### config.mk
export PLATFORM = sky130hd
export DESIGN_NAME = e203_dtcm_icb2sram_flat
export DESIGN_NICKNAME = d
export VERILOG_FILES = /design/src/rtl/e203_dtcm_icb2sram_pkg.sv /design/src/rtl/e203_dtcm_icb2sram_if.sv /design/src/rtl/e203_dtcm_icb2sram_fifo.sv /design/src/rtl/e203_dtcm_icb2sram.sv /design/src/flat_wrapper.sv
export SDC_FILE = /design/constraint.sdc
export NUM_CORES = 1
export LEC_CHECK = 0
export BUFFER_PORTS_ARGS = -buffer_cell sky130_fd_sc_hd__buf_2
export CAP_MARGIN = 20
export CORE_AREA = 2 2 96 98
export CTS_CLUSTER_DIAMETER = 40
export DETAILED_ROUTE_END_ITERATION = 6
export DIE_AREA = 0 0 98 100
export PLACE_DENSITY = 0.83
export REMOVE_ABC_BUFFERS = 1
export SYNTH_ARGS = -nofsm -noshare
export SYNTH_HDL_FRONTEND = slang
export SYNTH_SLANG_ARGS = --single-unit
### constraint.sdc
create_clock -name clk -period 8.3 [get_ports clk]
set_input_delay 2.49 -clock clk [delete_from_list [all_inputs] [get_ports clk]]
set_output_delay 2.49 -clock clk [all_outputs]
set_load 0.005 [all_outputs]
### src/rtl/e203_dtcm_icb2sram_pkg.sv
// e203_dtcm_icb2sram_pkg: shared constants for the DTCM ICB-to-SRAM bridge
package e203_dtcm_icb2sram_pkg;

    localparam int E203_XLEN             = 32;
    localparam int E203_DTCM_ADDR_WIDTH  = 16;
    localparam int E203_DTCM_RSP_FIFO_DP = 2;

    // Response payload is {rdata, excl_ok, is_read}
    function automatic int rsp_width(input int dw);
        return dw + 2;
    endfunction

endpackage

### src/rtl/e203_dtcm_icb2sram_if.sv
// e203_dtcm_icb2sram_if: DTCM ICB command/response bundle between LSU and bridge
interface e203_dtcm_icb2sram_if import e203_dtcm_icb2sram_pkg::*; #(
    parameter int AW = E203_DTCM_ADDR_WIDTH,
    parameter int DW = E203_XLEN
) ();

    logic            icb_cmd_valid;
    logic            icb_cmd_ready;
    logic [AW-1:0]   icb_cmd_addr;
    logic            icb_cmd_read;
    logic [DW-1:0]   icb_cmd_wdata;
    logic [DW/8-1:0] icb_cmd_wmask;
    logic            icb_cmd_lock;
    logic            icb_cmd_excl;
    logic [1:0]      icb_cmd_size;
    logic            icb_rsp_valid;
    logic            icb_rsp_ready;
    logic            icb_rsp_err;
    logic            icb_rsp_excl_ok;
    logic [DW-1:0]   icb_rsp_rdata;

    modport master (
        output icb_cmd_valid, icb_cmd_addr, icb_cmd_read, icb_cmd_wdata, icb_cmd_wmask,
               icb_cmd_lock, icb_cmd_excl, icb_cmd_size, icb_rsp_ready,
        input  icb_cmd_ready, icb_rsp_valid, icb_rsp_err, icb_rsp_excl_ok, icb_rsp_rdata
    );

    modport slave (
        input  icb_cmd_valid, icb_cmd_addr, icb_cmd_read, icb_cmd_wdata, icb_cmd_wmask,
               icb_cmd_lock, icb_cmd_excl, icb_cmd_size, icb_rsp_ready,
        output icb_cmd_ready, icb_rsp_valid, icb_rsp_err, icb_rsp_excl_ok, icb_rsp_rdata
    );

endinterface

### src/rtl/e203_dtcm_icb2sram_fifo.sv
// sirv_gnrl_fifo: general small synchronous FIFO used as the DTCM response queue
module sirv_gnrl_fifo import e203_dtcm_icb2sram_pkg::*; #(
    parameter int CUT_READY = 0,
    parameter int MSKO      = 0,
    parameter int DP        = E203_DTCM_RSP_FIFO_DP,
    parameter int DW        = 34
) (
    input  logic                     clk,
    input  logic                     rst_n,
    input  logic                     i_vld_i,
    output logic                     i_rdy_o,
    input  logic [DW-1:0]            i_dat_i,
    output logic                     o_vld_o,
    input  logic                     o_rdy_i,
    output logic [DW-1:0]            o_dat_o,
    output logic [$clog2(DP+1)-1:0]  cnt_o
);

    localparam int PW = (DP > 1) ? $clog2(DP) : 1;
    localparam int CW = $clog2(DP + 1);

    logic [DW-1:0] mem_q [DP];
    logic [PW-1:0] rptr_q, rptr_d, wptr_q, wptr_d;
    logic [CW-1:0] cnt_q, cnt_d;
    logic          full, push, pop;

    assign full    = cnt_q == CW'(DP);
    assign o_vld_o = cnt_q != '0;
    // Without the cut, a full queue still accepts when the head leaves in the same cycle
    assign i_rdy_o = (CUT_READY != 0) ? ~full : (~full | o_rdy_i);
    assign push    = i_vld_i & i_rdy_o;
    assign pop     = o_vld_o & o_rdy_i;
    assign o_dat_o = (MSKO != 0) ? (mem_q[rptr_q] & {DW{o_vld_o}}) : mem_q[rptr_q];
    assign cnt_o   = cnt_q;

    // Wrapping pointers; a simultaneous push and pop leaves the occupancy unchanged
    always_comb begin
        wptr_d = push ? ((wptr_q == PW'(DP - 1)) ? '0 : wptr_q + 1'b1) : wptr_q;
        rptr_d = pop  ? ((rptr_q == PW'(DP - 1)) ? '0 : rptr_q + 1'b1) : rptr_q;
        cnt_d  = cnt_q + CW'(push) - CW'(pop);
    end

    // Pointer and occupancy state
    always_ff @(posedge clk or negedge rst_n) begin
        if (!rst_n) begin
            wptr_q <= '0;
            rptr_q <= '0;
            cnt_q  <= '0;
        end else begin
            wptr_q <= wptr_d;
            rptr_q <= rptr_d;
            cnt_q  <= cnt_d;
        end
    end

    // Payload storage needs no reset: entries are only read while counted valid
    always_ff @(posedge clk) begin
        if (push) mem_q[wptr_q] <= i_dat_i;
    end

endmodule

### src/rtl/e203_dtcm_icb2sram.sv
// e203_dtcm_icb2sram: LSU DTCM ICB port to 1-cycle-latency single-port SRAM, with LR/SC monitor
module e203_dtcm_icb2sram import e203_dtcm_icb2sram_pkg::*; #(
    parameter int AW = E203_DTCM_ADDR_WIDTH,
    parameter int DW = E203_XLEN
) (
    input  logic                  clk,
    input  logic                  rst_n,
    e203_dtcm_icb2sram_if.slave   icb,
    output logic                  ram_cs_o,
    output logic                  ram_we_o,
    output logic [AW-3:0]         ram_addr_o,
    output logic [DW/8-1:0]       ram_wem_o,
    output logic [DW-1:0]         ram_din_o,
    input  logic [DW-1:0]         ram_dout_i,
    output logic                  dtcm_active_o
);

    localparam int RW = rsp_width(DW);
    localparam int CW = $clog2(E203_DTCM_RSP_FIFO_DP + 1);

    logic          cmd_hsk, resv_hit, sc_fail, cmd_excl_ok, lr_set, resv_kill;
    logic          inf_vld_q, inf_read_q, inf_excl_ok_q;
    logic          resv_vld_q, resv_vld_d;
    logic [AW-3:0] resv_addr_q, resv_addr_d;
    logic          fifo_push, fifo_empty, fifo_o_vld, fifo_i_rdy;
    logic [CW-1:0] fifo_cnt;
    logic [RW-1:0] inf_rsp, fifo_head, rsp;
    logic          unused_ok;

    // Credit: every accepted command owns a slot until its response handshakes
    assign icb.icb_cmd_ready = (fifo_cnt + CW'(inf_vld_q)) < CW'(E203_DTCM_RSP_FIFO_DP);
    assign cmd_hsk           = icb.icb_cmd_valid & icb.icb_cmd_ready;

    assign resv_hit    = resv_vld_q & (resv_addr_q == icb.icb_cmd_addr[AW-1:2]);
    assign sc_fail     = icb.icb_cmd_excl & ~icb.icb_cmd_read & ~resv_hit;
    assign cmd_excl_ok = icb.icb_cmd_excl & (icb.icb_cmd_read | resv_hit);
    assign lr_set      = cmd_hsk & icb.icb_cmd_read & icb.icb_cmd_excl;
    // Any SC, and any plain store to the reserved word, ends the reservation
    assign resv_kill   = cmd_hsk & ~icb.icb_cmd_read & (icb.icb_cmd_excl | resv_hit);

    assign ram_cs_o   = cmd_hsk;
    assign ram_we_o   = cmd_hsk & ~icb.icb_cmd_read & ~sc_fail;
    assign ram_wem_o  = icb.icb_cmd_wmask & {(DW/8){ram_we_o}};
    assign ram_addr_o = icb.icb_cmd_addr[AW-1:2];
    assign ram_din_o  = icb.icb_cmd_wdata;

    // Reservation next state: LR arms it on its word, killing writes disarm it
    always_comb begin
        resv_vld_d  = lr_set ? 1'b1 : (resv_kill ? 1'b0 : resv_vld_q);
        resv_addr_d = lr_set ? ram_addr_o : resv_addr_q;
    end

    // In-flight slot tracks the command whose SRAM data appears this cycle
    always_ff @(posedge clk or negedge rst_n) begin
        if (!rst_n) begin
            inf_vld_q     <= 1'b0;
            inf_read_q    <= 1'b0;
            inf_excl_ok_q <= 1'b0;
            resv_vld_q    <= 1'b0;
            resv_addr_q   <= '0;
        end else begin
            inf_vld_q     <= cmd_hsk;
            inf_read_q    <= cmd_hsk ? icb.icb_cmd_read : inf_read_q;
            inf_excl_ok_q <= cmd_hsk ? cmd_excl_ok : inf_excl_ok_q;
            resv_vld_q    <= resv_vld_d;
            resv_addr_q   <= resv_addr_d;
        end
    end

    assign inf_rsp    = {ram_dout_i & {DW{inf_read_q}}, inf_excl_ok_q, inf_read_q};
    assign fifo_empty = ~fifo_o_vld;
    // The in-flight response is parked whenever it cannot leave by flow-through now
    assign fifo_push  = inf_vld_q & ~(fifo_empty & icb.icb_rsp_ready);

    sirv_gnrl_fifo #(
        .CUT_READY (0),
        .MSKO      (0),
        .DP        (E203_DTCM_RSP_FIFO_DP),
        .DW        (RW)
    ) u_rsp_fifo (
        .clk     (clk),
        .rst_n   (rst_n),
        .i_vld_i (fifo_push),
        .i_rdy_o (fifo_i_rdy),
        .i_dat_i (inf_rsp),
        .o_vld_o (fifo_o_vld),
        .o_rdy_i (icb.icb_rsp_ready),
        .o_dat_o (fifo_head),
        .cnt_o   (fifo_cnt)
    );

    assign rsp                 = fifo_empty ? inf_rsp : fifo_head;
    assign icb.icb_rsp_valid   = ~fifo_empty | inf_vld_q;
    assign icb.icb_rsp_rdata   = rsp[RW-1:2];
    assign icb.icb_rsp_excl_ok = rsp[1];
    assign icb.icb_rsp_err     = 1'b0;
    assign dtcm_active_o       = icb.icb_cmd_valid | inf_vld_q | ~fifo_empty;

    assign unused_ok = ^{icb.icb_cmd_lock, icb.icb_cmd_size, icb.icb_cmd_addr[1:0], rsp[0], fifo_i_rdy};

endmodule

### src/flat_wrapper.sv
// flat-port wrapper written by rule: the top's interface ports become plain ports
module e203_dtcm_icb2sram_flat import e203_dtcm_icb2sram_pkg::*;
#(
    parameter int AW = E203_DTCM_ADDR_WIDTH,
    parameter int DW = E203_XLEN
)
  (clk, rst_n, ram_cs_o, ram_we_o, ram_addr_o, ram_wem_o, ram_din_o, ram_dout_i, dtcm_active_o, icb_icb_cmd_valid, icb_icb_cmd_addr, icb_icb_cmd_read, icb_icb_cmd_wdata, icb_icb_cmd_wmask, icb_icb_cmd_lock, icb_icb_cmd_excl, icb_icb_cmd_size, icb_icb_rsp_ready, icb_icb_cmd_ready, icb_icb_rsp_valid, icb_icb_rsp_err, icb_icb_rsp_excl_ok, icb_icb_rsp_rdata);
  e203_dtcm_icb2sram_if #(.AW(AW), .DW(DW)) icb_i ();
  input  logic clk;
  input  logic rst_n;
  output logic ram_cs_o;
  output logic ram_we_o;
  output logic [AW-3:0] ram_addr_o;
  output logic [DW/8-1:0] ram_wem_o;
  output logic [DW-1:0] ram_din_o;
  input  logic [DW-1:0] ram_dout_i;
  output logic dtcm_active_o;
  input wire logic [$bits(icb_i.icb_cmd_valid)-1:0] icb_icb_cmd_valid;
  input wire logic [$bits(icb_i.icb_cmd_addr)-1:0] icb_icb_cmd_addr;
  input wire logic [$bits(icb_i.icb_cmd_read)-1:0] icb_icb_cmd_read;
  input wire logic [$bits(icb_i.icb_cmd_wdata)-1:0] icb_icb_cmd_wdata;
  input wire logic [$bits(icb_i.icb_cmd_wmask)-1:0] icb_icb_cmd_wmask;
  input wire logic [$bits(icb_i.icb_cmd_lock)-1:0] icb_icb_cmd_lock;
  input wire logic [$bits(icb_i.icb_cmd_excl)-1:0] icb_icb_cmd_excl;
  input wire logic [$bits(icb_i.icb_cmd_size)-1:0] icb_icb_cmd_size;
  input wire logic [$bits(icb_i.icb_rsp_ready)-1:0] icb_icb_rsp_ready;
  output wire logic [$bits(icb_i.icb_cmd_ready)-1:0] icb_icb_cmd_ready;
  output wire logic [$bits(icb_i.icb_rsp_valid)-1:0] icb_icb_rsp_valid;
  output wire logic [$bits(icb_i.icb_rsp_err)-1:0] icb_icb_rsp_err;
  output wire logic [$bits(icb_i.icb_rsp_excl_ok)-1:0] icb_icb_rsp_excl_ok;
  output wire logic [$bits(icb_i.icb_rsp_rdata)-1:0] icb_icb_rsp_rdata;
  assign icb_i.icb_cmd_valid = icb_icb_cmd_valid;
  assign icb_i.icb_cmd_addr = icb_icb_cmd_addr;
  assign icb_i.icb_cmd_read = icb_icb_cmd_read;
  assign icb_i.icb_cmd_wdata = icb_icb_cmd_wdata;
  assign icb_i.icb_cmd_wmask = icb_icb_cmd_wmask;
  assign icb_i.icb_cmd_lock = icb_icb_cmd_lock;
  assign icb_i.icb_cmd_excl = icb_icb_cmd_excl;
  assign icb_i.icb_cmd_size = icb_icb_cmd_size;
  assign icb_i.icb_rsp_ready = icb_icb_rsp_ready;
  assign icb_icb_cmd_ready = icb_i.icb_cmd_ready;
  assign icb_icb_rsp_valid = icb_i.icb_rsp_valid;
  assign icb_icb_rsp_err = icb_i.icb_rsp_err;
  assign icb_icb_rsp_excl_ok = icb_i.icb_rsp_excl_ok;
  assign icb_icb_rsp_rdata = icb_i.icb_rsp_rdata;
  e203_dtcm_icb2sram #(.AW(AW), .DW(DW)) u_core (.clk(clk), .rst_n(rst_n), .icb(icb_i), .ram_cs_o(ram_cs_o), .ram_we_o(ram_we_o), .ram_addr_o(ram_addr_o), .ram_wem_o(ram_wem_o), .ram_din_o(ram_din_o), .ram_dout_i(ram_dout_i), .dtcm_active_o(dtcm_active_o));
endmodule
==> flow_metrics.tcl <==
set metrics [dict create \
    cts_buffer_depth 2 \
    port_buffers 111 \
    cts_tree "done" \
    ys_ff_latch 88 \
    start_util_pct 49.60 \
    maxCapViolCount 0 \
    root_buffer "clkbuf_8" \
    worstPathMaxFanout 6 \
    grt_pass1_vias 2726 \
    final-hold-violation-count 0 \
    synth_top_area_share_pct 44.95 \
    stdcell_count 530 \
    slew_headroom_pct 30.60 \
    die_h_um 100 \
    yosys-top-cells-area "edfxtp_1 45%, dfrtp_1 12%, buf_4 8.0%, mux2i_1 7.7%, and2_1 4.5%" \
    ctsResizeCount 0 \
    timing_worst_setup_path_type "in2out" \
    cp-start-kind "input pin" \
    wl_um 8990 \
    yosysUniqueCellTypes 33 \
    dr_total_vias 2786 \
    vias_per_cell 5.257 \
    cp-end-kind "output pin" \
    cts_hold_buffers 0 \
    worstPathArrival_ns 3.91 \
    n_antenna_cell 0 \
    design.core.area_mm2 0.008890 \
    max_clock_freq_ghz 0.1563 \
    fin_crit_ns 6.397 \
    final_cell_mix "111 x buf_2, 66 x edfxtp_1, 37 x nand2_1" \
    place.gp.congestion 0.7063 \
    clk_latency_ns 0.35 \
    finalSetupViolCount 0 \
    skew_ns 0.01270 \
    final_common_cell "buf_2" \
    dpl.hpwl_um 6224 \
    dp.cells 514 \
    maxSlewViolCount 0 \
    post_cts_buffers 0 \
    die_width_um 98 \
    final.setup.tns_ns 0 \
    synthCells 355 \
    grt_start_max_net_pins 44 \
    nNetsFinal 509 \
    synth_top_area_cell "edfxtp_1" \
    wl_per_cell_um 16.96 \
    status "completed" \
    tightest_slew_ns 1.041 \
    vdd_ir_drop_max_mv 0.1459 \
    area_growth_pct 11.27 \
    drive_gt1_share_pct 36.04 \
    p_leak_nw 2.029 \
    ys.warnings.count 0 \
    drt-initial-drc-count 139 \
    fin_crit_sh_pct 77.07 \
    critPathRequiredTime_ns 5.81 \
    hold_class "reg2reg" \
    cp-startpoint "icb_icb_cmd_addr[11]" \
    r2r-start "u_core.u_rsp_fifo.cnt_o[1]$_DFF_PN0_" \
    htreeDepth 3 \
    rsz0062_at_grt "false" \
    cts_buffers 9 \
    post-route-drc-count 0 \
    clkTransAtPathRegs_ns 0.08 \
    grt_util_all_layers_pct 18.62 \
    min_from "u_core.inf_excl_ok_q$_DFFE_PN0N_" \
    final.setup.worst_slack_ns 1.903 \
    yosysSeqAreaShare_pct 57.43 \
    cts_sinks 88 \
    power_density_mw_per_mm2 339.6 \
    grt_pass1_wl_um 14100 \
    pin_count 182 \
    grt_overflow_total 0 \
    die_area_mm2 0.009800 \
    syn_avg_cell_area_um2 12.42 \
    antenna_found_initial 0 \
    place_ws_ns 1.902 \
    drt_pre_antenna_iters 4 \
    postRouteAntennaNets 0 \
    syn_area_mm2 0.004409 \
    rows 35 \
]
-- cells in the mapped netlist --
library cell	instances
mux2i_1	34
dfrtp_1	22
a21oi_1	5
buf_2	3
or2_2	1
or4_1	1
or3_1	1
inv_1	3
xnor2_1	18
o41ai_1	1
buf_4	47
ha_1	2
conb_1	1
nor3b_4	1
xor2_1	1
nor2_1	5
o21ai_0	34
clkbuf_2	1
nand4_1	3
nor4b_2	1
and2_1	32
o211ai_1	1
nand3_4	1
nand2_1	37
mux2_4	9
a21boi_1	2
buf_6	1
nor2b_1	1
nand3_1	1
edfxtp_1	66
clkbuf_1	12
mux2_2	6
and3b_4	1
-- metrics by stage --
step	utilization, %	instance area, um2	hold slack, ns	power (W)
floorplan	-	3980	0.4629	0.001129
finish	55.19	4906	0.5208	0.001666
global placement	52.93	4706	0.4879	0.001360
CTS	55.19	4906	0.5182	0.001688
global route	55.19	4906	0.5410	0.001788
detailed placement	52.93	4706	0.4954	0.001391
-- sequential cells by signal (all words and copies together), names as in the netlist --
signal,cells
u_core.inf_excl_ok_q,1
u_core.inf_read_q,1
u_core.inf_vld_q,1
u_core.resv_addr_q,14
u_core.resv_vld_q,1
u_core.u_rsp_fifo.cnt_o,2
u_core.u_rsp_fifo.mem_q,66
u_core.u_rsp_fifo.rptr_q,1
u_core.u_rsp_fifo.wptr_q,1
-- power breakdown --
group,switching [W],internal [W]
Clock,0.000155,0.000142
Combinational,0.000297,0.000304
Sequential,0.000126,0.000641
-- cells by family (layout without fill, tap and decap cells) --
kind of cell,count (synthesis),in the layout,share of synthesized area [%]
xor gates and xnor gates,19,19,3.774
muxes,49,49,12.32
and+or+nand+nor,86,86,10.70
DFF,88,88,57.43
AOI/OAI and AO/OA,43,43,5.136
buffers and inverters,67,131,9.988
other,1,1,0.08505
adders and majority gates,2,2,0.5674
-- path summary, 6_finish.rpt --
path | to | slack, ns | depth (start not counted)
max in group asynchronous | u_core.u_rsp_fifo.rptr_q$_DFFE_PN0P_ | 5.80 | 1
min reg2reg | u_core.u_rsp_fifo.mem_q[0][1]$_DFFE_PP_ | 0.52 | 0
max | ram_wem_o[2] | 1.90 | 6
min | u_core.u_rsp_fifo.mem_q[0][1]$_DFFE_PP_ | 0.52 | 0
max reg2reg | u_core.u_rsp_fifo.cnt_o[1]$_DFF_PN0_ | 5.87 | 8
min in group asynchronous | u_core.resv_addr_q[9]$_DFFE_PN0P_ | 2.11 | 1
-- layout make-up --
class,instances,area [um2]
fill,760,3984
timing repair buffer,112,563.0
tap,111,138.9
inverter,3,11.26
sequential,88,2534
clock buffer,9,123.9
multi-input combinational,200,1459
clock inverter,7,76.32
-- worst max-delay path: stages --
cell	delay [ns]
buf_2	0.12
xnor2_1	0.20
nand4_1	0.13
or4_1	0.63
a21oi_1	0.20
buf_2	0.13
-- layer usage --
layer	wire [um]	part of all wire, %	vias to the layer above	global-route usage (%)
li1	-	-	1309	-
met1	3835	43	1321	23.57
met2	3953	44	148	27.50
met3	1132	13	8	10.24
met4	69	0.77	0	5.449
met5	0	0	-	2.051
Note: power is estimated with default switching activity, not from simulation.
